### src/rtl/route_request_initiator.sv
// Purpose : per-input head-flit decoder and requesting side of the switch
//           control handshake; holds a route reservation until granted,
//           streams the packet to the crossbar, then pulses routeRelieve.
// Latency : head seen in IDLE at cycle 0 -> request valid at cycle 1;
//           flits pass combinationally (data_out = data_in) once in FORWARD.
// Backpressure: ready_in follows ready_out & PortReserved in FORWARD; no flit
//           is consumed in REQUEST/RELEASE; orphan body/tail flits in IDLE
//           are always consumed and dropped.
//
// Ports:
//   clk, rst                  rising-edge clock, async active-low reset
//   data_in/valid_in/ready_in flit stream from the input buffer
//   data_out/valid_out/ready_out flit stream to the crossbar
//   routeReserveRequestValid  registered request valid to switch controller
//   routeReserveRequest       registered requested output port
//   routeRelieve              registered one-cycle release pulse
//   routeReserveStatus        one-cycle grant pulse from the controller
//   PortReserved              level: controller is holding our path
//   err_orphan                one-cycle pulse: non-head flit dropped in IDLE
//   pkt_count                 completed packets, wraps

module route_request_initiator #(
  parameter int DATA_WIDTH    = 8,
  parameter int REQUEST_WIDTH = 2,
  parameter int COUNT_WIDTH   = 16
) (
  input  logic                     clk,
  input  logic                     rst,
  input  logic [DATA_WIDTH-1:0]    data_in,
  input  logic                     valid_in,
  output logic                     ready_in,
  output logic [DATA_WIDTH-1:0]    data_out,
  output logic                     valid_out,
  input  logic                     ready_out,
  output logic                     routeReserveRequestValid,
  output logic [REQUEST_WIDTH-1:0] routeReserveRequest,
  output logic                     routeRelieve,
  input  logic                     routeReserveStatus,
  input  logic                     PortReserved,
  output logic                     err_orphan,
  output logic [COUNT_WIDTH-1:0]   pkt_count
);

  typedef enum logic [1:0] {
    IDLE    = 2'd0,
    REQUEST = 2'd1,
    FORWARD = 2'd2,
    RELEASE = 2'd3
  } state_t;

  state_t state;
  state_t stateNext;

  // Flit type lives in the two MSBs: 10 head, 00 body, 01 tail, 11 head+tail.
  // The MSB alone marks "starts a packet", the next bit alone marks
  // "ends a packet", so head+tail sets both.
  logic [1:0] flitType;
  logic       isHead;
  logic       isTail;

  assign flitType = data_in[DATA_WIDTH-1:DATA_WIDTH-2];
  assign isHead   = flitType[1];
  assign isTail   = flitType[0];

  // A flit crosses to the crossbar only while the controller holds our path.
  logic xfer;
  assign xfer = (state == FORWARD) && valid_in && ready_out && PortReserved;

  logic readyComb;
  logic validComb;

  // --------------------------------------------------------------------
  // State register
  // --------------------------------------------------------------------
  always_ff @(posedge clk or negedge rst) begin
    if (!rst) begin
      state <= IDLE;
    end else begin
      state <= stateNext;
    end
  end

  // --------------------------------------------------------------------
  // Next state and combinational handshake outputs
  // --------------------------------------------------------------------
  always_comb begin
    stateNext = state;
    readyComb = 1'b0;
    validComb = 1'b0;

    case (state)
      IDLE: begin
        if (valid_in) begin
          if (isHead) begin
            // Head stays in the buffer until the path is granted.
            stateNext = REQUEST;
          end else begin
            // Orphan body/tail: swallow it so the buffer cannot wedge.
            readyComb = 1'b1;
          end
        end
      end

      REQUEST: begin
        // Grant is taken regardless of downstream readiness; backpressure
        // only matters once we are forwarding.
        if (routeReserveStatus) begin
          stateNext = FORWARD;
        end
      end

      FORWARD: begin
        validComb = valid_in && PortReserved;
        readyComb = ready_out && PortReserved;
        // A head seen mid-packet is plain payload here; only the tail bit
        // ends the packet.
        if (xfer && isTail) begin
          stateNext = RELEASE;
        end
      end

      RELEASE: begin
        stateNext = IDLE;
      end

      default: begin
        stateNext = IDLE;
      end
    endcase
  end

  // Reset must force the handshake low without waiting for a clock; in IDLE
  // readyComb would otherwise follow valid_in for a body flit.
  assign ready_in  = rst && readyComb;
  assign valid_out = rst && validComb;
  assign data_out  = data_in;

  // --------------------------------------------------------------------
  // Registered control outputs
  // --------------------------------------------------------------------
  always_ff @(posedge clk or negedge rst) begin
    if (!rst) begin
      routeReserveRequestValid <= 1'b0;
      routeReserveRequest      <= '0;
      routeRelieve             <= 1'b0;
      err_orphan               <= 1'b0;
      pkt_count                <= '0;
    end else begin
      // Both pulses last exactly one cycle unless re-armed below.
      routeRelieve <= 1'b0;
      err_orphan   <= 1'b0;

      case (state)
        IDLE: begin
          if (valid_in) begin
            if (isHead) begin
              routeReserveRequest      <= data_in[REQUEST_WIDTH-1:0];
              routeReserveRequestValid <= 1'b1;
            end else begin
              err_orphan <= 1'b1;
            end
          end
        end

        FORWARD: begin
          // Request valid drops on the same edge relieve rises, so the
          // controller never sees a live request alongside the release.
          if (xfer && isTail) begin
            routeReserveRequestValid <= 1'b0;
            routeRelieve             <= 1'b1;
            pkt_count                <= pkt_count + COUNT_WIDTH'(1);
          end
        end

        default: begin
          // REQUEST and RELEASE hold the registered outputs; routeRelieve
          // self-clears through the default above.
        end
      endcase
    end
  end

endmodule

### config.mk
export PLATFORM = sky130hd
export DESIGN_NAME = route_request_initiator
export DESIGN_NICKNAME = d
export VERILOG_FILES = /design/src/rtl/route_request_initiator.sv
export SDC_FILE = /design/constraint.sdc
export NUM_CORES = 1
export LEC_CHECK = 0
export CELL_PAD_IN_SITES_DETAIL_PLACEMENT = 1
export CELL_PAD_IN_SITES_GLOBAL_PLACEMENT = 1
export CORE_MARGIN = 1
export CORE_UTILIZATION = 36
export CTS_BUF_LIST = sky130_fd_sc_hd__clkbuf_4 sky130_fd_sc_hd__clkbuf_8
export CTS_CLUSTER_SIZE = 12
export DETAILED_ROUTE_END_ITERATION = 8
export PLACE_DENSITY_LB_ADDON = 0.1
export SETUP_SLACK_MARGIN = 0.2
export SKIP_LAST_GASP = 1
export SYNTH_ARGS = -nofsm -noshare
export SYNTH_HDL_FRONTEND = slang
export SYNTH_SLANG_ARGS = --single-unit
### constraint.sdc
create_clock -name clk -period 2.5 [get_ports clk]
set_input_delay 0.5 -clock clk [delete_from_list [all_inputs] [get_ports clk]]
set_output_delay 0.5 -clock clk [all_outputs]
set_load 0.1 [all_outputs]
# Yosys cells after proc, flatten, opt, wreduce, memory -nomap -nowiden
# Cells that the tools add are included.
# word_totals
input_bits,14
output_inout_bits,31
wordCells,44
register_bits,23
# classes
add_sub_neg,1
reduce_logical,14
mux,16
n_eq_ne,7
# op_table
op,n
adder 16 x 1 -> 16 bit (second input constant),1
two-way mux 1 bit,9
logical AND 1 bit,8
two-way mux 2 bit,4
case mux 2 bit (4 select lines),1
AND reduction 4 bit,2
inequality test 2 bit (second input constant),3
== test 2 bit (second input constant),2
case mux 1 bit (2 select lines),2
AND reduction 3 bit,1
== test 2 x 1 -> 1 bit (second input constant),1
zero test 2 bit,1
inequality test 2 x 1 -> 1 bit (second input constant),1
AND reduction 2 bit,1
nonzero test 2 bit,1

# Depth between registers and ports, before layout
# Gate-level depths: netlist of run 1.
# logic_depth
depth_word,7
depth_mapped,6
mapped_depth_nobuf,6

# Least setup slack after synthesis of run 1
# OpenSTA, ideal clock, no wires.
# synth_timing
kind,reg-to-output
start,reg state[0]
end,out valid_out
n_path_buf,0
arrival_time_ps,2135
slack_ps,-135
path_stages_with_launch,5
required_ps,2000
path_cell_list,dfrtp_1 inv_1 ha_1 nand3_4 nor2_1
# synth_via
elab_chain_cells,3
# synth_lines
element,line,rtl
"start, declared",51,state_t state;
"start signal, assigned",79,state <= stateNext;
== test 2 bit,91,case (state)
two-way mux 1 bit,91,
logical AND 1 bit,135,assign valid_out = rst && validComb;
"end, declared",33,"output logic valid_out,"
# No other way between the ends.

# Worst setup path after layout of run 1
# Ends and elaborated chain as after synthesis.

==> results of run 1 <==
-- cells in the mapped netlist --
library cell / instances
nand3_1: 7
a22o_1: 2
nand3_4: 1
and2_1: 1
ha_1: 5
and3_1: 1
dfrtp_1: 23
xor2_1: 3
nor2_1: 5
nor3_1: 1
buf_4: 8
o32a_1: 1
nor4_1: 1
inv_1: 5
nand2_1: 12
xnor2_1: 12
mux2_2: 4
a21oi_1: 1
o21ai_0: 1
nor2_2: 1
nor3_4: 2
nand4_1: 5
a31oi_1: 1
-- stage by stage --
stage	total power [mW]	util [%]	worst slack [ns]	std cells
3_5_place_dp	1.19	50.3	0.297	176
5_1_grt	1.43	51.4	0.200	180
3_3_place_gp	1.18	50.3	0.310	176
6_report	1.37	51.4	0.303	180
2_1_floorplan	1.05	-	0.324	103
4_1_cts	1.37	51.3	0.299	180
-- cell type report --
cell class / instances / share of cell area (%)
Sequential cell: 23 / 37.0
Timing Repair Buffer: 37 / 24.1
Inverter: 5 / 1.21
Tap cell: 44 / 3.54
Multi-Input combinational cell: 67 / 32.2
Clock buffer: 4 / 1.93
-- state kept, by name, indices dropped and copies added (netlist names) --
signal	count
pkt_count	16
state	2
routeReserveRequest	2
routeRelieve	1
err_orphan	1
routeReserveRequestValid	1
-- power breakdown --
part           switching (mW)  internal [mW]  total, mW
Sequential             0.0461          0.431      0.478
Combinational           0.501          0.200      0.701
Clock                   0.115         0.0731      0.188
-- worst max-delay path, cell delays in order, from the launching register on --
cell,delay (ns)
dfrtp_1,0.43
inv_1,0.11
ha_1,0.30
nand3_4,0.17
nor2_2,0.18
buf_12,0.19
-- logic make-up after synthesis --
family	Yosys count	share of synthesized area (%)
AND/OR/NAND/NOR	37	18.3
flip-flops	23	50.2
XOR/XNOR	15	11.5
buffers and inverters	13	6.87
AO/OA/AOI/OAI	6	3.82
adder cells (fa/ha/maj)	5	5.45
multiplexers	4	3.93
-- per-layer routing --
layer	GRT usage, %	vias to the layer above
li1	-	405
met1	18.4	413
met2	25.0	21
met3	3.30	4
met4	4.42	0
met5	0	-
-- repair_timing --
| item | in CTS | in global routing |
|---|---|---|
| hold buffers | 0 | 0 |
| gates resized for setup | 0 | 1 |
| setup endpoints to repair | 0 | 1 |
| endpoints found under the hold margin | 0 | 0 |
-- final timing paths --
kind,start,slack [ns],depth (start not counted),to
hold reg to reg,pkt_count[15],0.49,1,pkt_count[15]
setup reg to reg,state[0],0.72,6,pkt_count[11]
setup / recovery,state[0],0.30,5,valid_out
min in group asynchronous,rst,0.61,2,pkt_count[11]
max in group asynchronous,rst,1.66,2,pkt_count[13]
hold / removal,pkt_count[15],0.49,1,pkt_count[15]
==> results.yml, run 1 <==
finish:
  area_delta_synth_final_pct: 35.6
  fin_nets: 156
  final_cell_mix: "dfrtp_1, buf_4, nand2_1, xnor2_1, clkdlybuf4s50_1"
  n_fill_cell: 335
  drive_gt1_share_pct: 31.6
  antenna_cells: 0
  fin_area_um2: 1560
  regArea_um2: 576
  layout.cells.most_common: "dfrtp_1"
  multi_input_area_um2: 500
clocking:
  clk_pin_slew_ns: 0.13
  clock_latency_ns: 0.31
  cts_tree: "done"
  cts-root-buf: "clkbuf_4"
  h-tree-depth: 1
  clock-sinks: 23
  cts_buffer_depth: 2
  postCtsSetupRepairBufs: 0
  cts_buffers: 3
placed_design:
  place_area_um2: 1520
  hpwl_um: 1880
  routabilityCongestion: 0.724
  port_buffers: 36
flow_run:
  drv_cap: 0
outcome:
  status: "completed"
floorplanning:
  initial_core_util_pct: 37.9
  die_h_um: 58.5
  die_x_um: 58.5
  core_um2: 3030
  rows: 20
  dieArea_um2: 3420
  ioPinCount: 45
sta:
  min_period_ns: 2.20
  hold_viol_final: 0
  fin_crit_sh_pct: 87.9
  relSlewSlack_pct: 77.3
  tightestPinTransition_ns: 0.340
  rsz0062_at_grt: "false"
  setup_tns_ns: 0
  timing.fmax_ghz: 0.455
  setup-violations-final: 0
  finalMaxSlewViolations: 0
  timing.hold.ws_ns: 0.491
  skew_ns: 0.00489
route:
  routed-wl-met2_um: 1260
  wl_met3_um: 110
  via_per_inst: 4.68
  wl_met1_um: 1040
  drtPass1Iterations: 4
  drc: 0
  routed_wl_um: 2430
  drtIter0Drc: 28
  ant_nets: 0
  num_vias: 843
  top_layer_used: "met4"
  wl_per_cell_um: 13.5
synthesis:
  syn_area_per_cell_um2: 11.1
  syn-instance-count: 103
  synth_largest_area_cell: "dfrtp_1"
  yosysTopAreaCellShare_pct: 50.2
  synth_seq_cells: 23
  ys_seq_area_share_pct: 50.2
  yosysWarningCount: 0
  yosysUniqueCellTypes: 23
  syn-num-nets: 122
  syn_area_um2: 1150
  synth.area.top_cells: "dfrtp_1, xnor2_1, ha_1"
setup_path:
  cp-end-kind: "primary output"
  cp-start-kind: "register"
  cp.arrival_ns: 1.70
  cp_max_fo: 5
  critical_path_class: "register to primary output"
  crit_required_ns: 2.00
grt:
  antenna_found_initial: 0
  grt_pass1_wl_um: 3740
  grt_pass1_vias: 796
  grtUsageTotal_pct: 14.6
  grt_max_degree: 24
  overflow: 0
pwr:
  p_leak_nw: 0.730
  p_per_area_nw_per_um2: 878
  ir_worst_vdd_mv: 0.612
worst_hold_path:
  worstHoldPathType: "register to register"
Power figures use the tool's default switching activity.
==> run 2: changes to the inputs <==
==> constraint.sdc (replaced) <==
create_clock -name clk -period 2.5 [get_ports clk]
set_input_delay 0.5 -clock clk [delete_from_list [all_inputs] [get_ports clk]]
set_output_delay 0.5 -clock clk [all_outputs]
set_load 0.01 [all_outputs]
==> run 2 against run 1 <==
- register-to-register slack improved by 0.03 ns
- final cell count rose by 2.8%
- non-clock buffer count rose by 5
- first-iteration DRC count fell by 46%
- critical endpoint is now data_out[7]
==> results.yml, run 2 (synthesized netlist as in run 1, its figures left out) <==
finish:
  final_util_pct: 52.5
  reg.largest.list: "pkt_count x16, routeReserveRequest x2, state x2"
  multi_input_area_um2: 508
  largest_reg_flops: 16
  drive_gt1_share_pct: 15.6
  antenna_cells: 0
  fin_nets: 161
  top_register: "pkt_count"
  finalNonFillerCells: 185
  area_delta_synth_final_pct: 38.6
  regArea_um2: 576
  final_cell_mix: "clkdlybuf4s50_1, dfrtp_1, nand2_1, xnor2_1, nand3_1"
  n_fill_cell: 350
  layout.cells.most_common: "clkdlybuf4s50_1"
sta:
  tightestPinTransition_ns: 0.348
  timing.fmax_ghz: 0.469
  fin_crit_sh_pct: 85.3
  rsz0062_at_grt: "false"
  setup_tns_ns: 0
  min_period_ns: 2.13
  finalMaxSlewViolations: 0
  setup-violations-final: 0
  setup_ws_ns: 0.368
  timing.hold.ws_ns: 0.479
  skew_ns: 0.00267
  hold_viol_final: 0
  relSlewSlack_pct: 76.7
setup_path:
  crit_required_ns: 2.00
  cp-startpoint: "data_in[7]"
  cp_max_fo: 3
  cp-end-kind: "primary output"
  cp-start-kind: "primary input"
  cp.arrival_ns: 1.63
  critical_path_class: "primary input to primary output"
  reg2reg_from: "state[0]"
pwr:
  p_sw_mw: 0.344
  p_clk_share_pct: 16.9
  p_sw_share_pct: 31.8
  p_comb_share_pct: 38.9
  ir_worst_vdd_mv: 0.370
  p_seq_share_pct: 44.2
  p_leak_nw: 0.692
  p_per_area_nw_per_um2: 680
  power.internal_mw: 0.738
clocking:
  clk_pin_slew_ns: 0.12
  clock-sinks: 23
  cts_buffers: 3
  h-tree-depth: 1
  clock_latency_ns: 0.31
  cts_buffer_depth: 2
  cts-hold-fix-buffers: 0
  cts-root-buf: "clkbuf_4"
  cts_tree: "done"
floorplanning:
  die_x_um: 58.5
  rows: 20
  core_um2: 3030
  die_h_um: 58.5
  initial_core_util_pct: 37.9
  dieArea_um2: 3420
  ioPinCount: 45
worst_hold_path:
  worstHoldPathType: "register to register"
  hold_start: "pkt_count[15]"
route:
  routed_wl_um: 2510
  top_layer_used: "met4"
  drc: 0
  wl_per_cell_um: 13.6
  routed-wl-met2_um: 1320
  ant_nets: 0
  drtIter0Drc: 15
  wl_met3_um: 119
  via_per_inst: 4.83
  wl_met1_um: 1030
  drtPass1Iterations: 3
  num_vias: 894
placed_design:
  routabilityCongestion: 0.692
  port_buffers: 36
  pre_cts_slack_ns: 0.140
  placedCellCount: 179
  hpwl_um: 1930
grt:
  grt_pass1_wl_um: 4280
  antenna_found_initial: 0
  overflow: 0
  grtUsageTotal_pct: 16.8
  grt_max_degree: 24
  grt_pass1_vias: 952
outcome:
  status: "completed"
flow_run:
  drv_cap: 0
run 2: changes by cell type in the layout (fill, tap and decap cells not counted), sizes merged:
| cell | delta |
|---|---|
| clkdlybuf4s50 | +25 |
| buf | -22 |
| dlygate4sd2 | +2 |
run 2: power by group through the flow:
stage	logic, mW	registers, mW	clock network (mW)
floorplan	0.192	0.497	0
global placement	0.357	0.481	0
detailed placement	0.373	0.485	0
CTS	0.419	0.477	0.193
global route	0.462	0.486	0.211
finish	0.421	0.478	0.182
run 2: worst max-delay path, cell delays in order:
cell	delay, ns
clkdlybuf4s50_1	0.48
buf_4	0.13
clkdlybuf4s50_1	0.52
run 2: timing repair:
action / 4_1_cts / 5_1_grt
setup endpoints to repair: 2 / 0
setup buffers: 2 / 0
endpoints found under the hold margin: 0 / 0
gates resized for setup: 7 / 0
run 2: path summary, 6_finish.rpt:
kind                            endpoint  slack (ns)  depth (start not counted)
min in group asynchronous   pkt_count[5]        0.56                          2
max in group asynchronous     err_orphan        1.71                          2
setup reg to reg            pkt_count[7]        0.75                          7
setup / recovery             data_out[7]        0.37                          3
hold / removal             pkt_count[15]        0.48                          1
hold reg to reg            pkt_count[15]        0.48                          1
run 2: through the flow:
step	cell area (µm²)	power (mW)
finish	1590	1.08
global placement	1530	0.839
CTS	1590	1.09
global route	1590	1.16
detailed placement	1530	0.857
floorplan	1150	0.689
run 2: per-layer routing:
| metal | track usage (%) | vias to the layer above |
|---|---|---|
| met5 | 0 | - |
| li1 | - | 417 |
| met4 | 6.12 | 0 |
| met1 | 19.4 | 448 |
| met2 | 30.9 | 24 |
| met3 | 3.08 | 5 |
run 2: area by class of cell:
type | instances | area share, %
sequential | 23 | 36.2
multi-input combinational | 67 | 31.9
clock buffer | 4 | 1.89
inverter | 5 | 1.18
tap | 44 | 3.46
timing repair buffer | 42 | 25.3
==> run 3: changes to the inputs <==
--- a/config.mk
+++ b/config.mk
@@ -5,6 +5,7 @@
 export SDC_FILE = /design/constraint.sdc
 export NUM_CORES = 1
 export LEC_CHECK = 0
+export ABC_CLOCK_PERIOD_IN_PS = 2500
 export CELL_PAD_IN_SITES_DETAIL_PLACEMENT = 1
 export CELL_PAD_IN_SITES_GLOBAL_PLACEMENT = 1
 export CORE_MARGIN = 1
@@ -12,7 +13,7 @@
 export CTS_BUF_LIST = sky130_fd_sc_hd__clkbuf_4 sky130_fd_sc_hd__clkbuf_8
 export CTS_CLUSTER_SIZE = 12
 export DETAILED_ROUTE_END_ITERATION = 8
-export PLACE_DENSITY_LB_ADDON = 0.1
+export PLACE_DENSITY_LB_ADDON = 0.2
 export SETUP_SLACK_MARGIN = 0.2
 export SKIP_LAST_GASP = 1
 export SYNTH_ARGS = -nofsm -noshare
==> run 3 against run 2 <==
- global-route usage down 1.2 points
- critical path type unchanged
- clock-buffer cell count is 1 lower
- sequential share of layout area rose by 0.67 points
- combinational power is 11% lower
- critical endpoint unchanged
- flip-flop and latch count is the same
- sequential power about the same
==> results.yml, run 3 (synthesized netlist as in run 1, its figures left out) <==
pwr:
  ir_worst_vdd_mv: 0.391
  p_per_area_nw_per_um2: 656
  p_sw_share_pct: 31.5
  p_leak_nw: 0.674
  p_seq_share_pct: 46.7
  p_clk_share_pct: 16.8
  power.internal_mw: 0.702
  p_sw_mw: 0.322
  p_comb_share_pct: 36.5
grt:
  grt_pass1_wl_um: 4110
  grt_pass1_vias: 915
  grtUsageTotal_pct: 15.6
  antenna_found_initial: 0
  overflow: 0
  grt_max_degree: 24
sta:
  finalMaxSlewViolations: 0
  setup-violations-final: 0
  rsz0062_at_grt: "false"
  tightestPinTransition_ns: 0.329
  hold_viol_final: 0
  relSlewSlack_pct: 78.0
  fin_crit_sh_pct: 83.6
  min_period_ns: 2.09
  setup_tns_ns: 0
  timing.fmax_ghz: 0.479
  skew_ns: 0.00656
setup_path:
  crit_slowest_cell: "clkdlybuf4s50_1"
  crit_buf_inv: 2
  critical_path.max_stage_delay_ns: 0.56
  critical_path_class: "primary input to primary output"
  crit_required_ns: 2.00
  cp-end-kind: "primary output"
  cp.arrival_ns: 1.59
  crit_top_cell: "clkdlybuf4s50_1"
  cp_max_fo: 4
  cp-start-kind: "primary input"
  path_cells: "clkdlybuf4s50_1 > clkdlybuf4s50_1"
  critical-path-top-delay-family: "buffers and inverters"
clocking:
  h-tree-depth: 1
  cts-root-buf: "clkbuf_4"
  clock-sinks: 23
  clock_latency_ns: 0.30
  cts_buffer_depth: 2
  cts_buffers: 3
  postCtsSetupRepairBufs: 0
  clk_pin_slew_ns: 0.13
  cts_tree: "done"
route:
  routed_wl_um: 2350
  via_per_inst: 4.72
  drc: 0
  wl_per_cell_um: 12.9
  ant_nets: 0
  drtPass1Iterations: 4
  num_vias: 859
  drtIter0Drc: 15
placed_design:
  placedCellCount: 178
  port_buffers: 36
  routabilityCongestion: 0.730
  hpwl_um: 1840
finish:
  reg.largest.list: "pkt_count x16, routeReserveRequest x2, state x2"
  top_register: "pkt_count"
  largest_reg_flops: 16
  drive_gt1_share_pct: 13.8
  finalNonFillerCells: 182
  antenna_cells: 0
  n_fill_cell: 329
  area_delta_synth_final_pct: 36.1
  final_cell_mix: "clkdlybuf4s50_1, dfrtp_1, nand2_1, xnor2_1, nand3_1"
  fin_nets: 158
  layout.cells.most_common: "clkdlybuf4s50_1"
floorplanning:
  rows: 20
  initial_core_util_pct: 37.9
  die_h_um: 58.5
  dieArea_um2: 3420
  core_um2: 3030
  die_x_um: 58.5
  ioPinCount: 45
outcome:
  status: "completed"
flow_run:
  drv_cap: 0
worst_hold_path:
  worstHoldPathType: "register to register"
==> run 3: cell count changes in the layout (fill, tap and decap cells not counted), sizes merged <==
| cell | previous run | this run |
|---|---|---|
| buf | 6 | 3 |
| clkinv | 0 | 1 |
| dlygate4sd2 | 2 | 1 |
==> run 3: final timing paths <==
| check | slack, ns | cells past startpoint | endpoint | from |
|---|---|---|---|---|
| max in group asynchronous | 1.65 | 2 | pkt_count[3] | rst |
| max reg2reg | 0.83 | 7 | pkt_count[7] | state[0] |
| max | 0.41 | 2 | data_out[7] | data_in[7] |
| min in group asynchronous | 0.62 | 2 | pkt_count[9] | rst |
| min | 0.50 | 1 | pkt_count[15] | pkt_count[15] |
| min reg2reg | 0.50 | 1 | pkt_count[15] | pkt_count[15] |
==> run 3: per-layer routing <==
layer	global-route usage [%]	share of wire [%]	vias up
met5	0	0	-
met4	5.10	0.77	0
li1	-	-	411
met3	3.30	4.9	2
met1	22.1	49	423
met2	24.0	46	23
==> run 3: final cells by class <==
type	count	area [µm²]	area share [%]
flip-flops and latches	23	576	36.9
multi-input cells	67	508	32.5
repair buffers	39	377	24.1
well taps	44	55.1	3.53
clock buffers	3	22.5	1.44
inverters	5	18.8	1.20
clock inverters	1	5.00	0.321
==> run 3: metrics by stage <==
| stage | hold slack [ns] | instance area, µm² | power [mW] | util, % | setup WS, ns |
|---|---|---|---|---|---|
| final | 0.500 | 1560 | 1.02 | 51.6 | 0.411 |
| after global routing | 0.529 | 1560 | 1.10 | 51.6 | 0.289 |
| after CTS | 0.502 | 1570 | 1.04 | 51.7 | 0.242 |
| after detailed placement | 0.479 | 1530 | 0.849 | 50.4 | 0.128 |
| after global placement | 0.473 | 1530 | 0.834 | 50.4 | 0.160 |
| after floorplan | 0.204 | 1150 | 0.689 | - | 0.957 |
==> run 3: what timing repair did <==
item / CTS / global route
hold buffers: 0 / 0
cloned: 0 / 0
endpoints found under the setup margin: 2 / 1
pin swaps: 0 / 0
resized for setup: 5 / 3
==> run 3: power by group through the flow <==
stage          Sequential (mW)  Clock, mW  Combinational [mW]
6_report                 0.479      0.172               0.374
5_1_grt                  0.490      0.194               0.418
4_1_cts                  0.479      0.183               0.381
3_5_place_dp             0.482          0               0.367
3_3_place_gp             0.479          0               0.354
2_1_floorplan            0.497          0               0.192
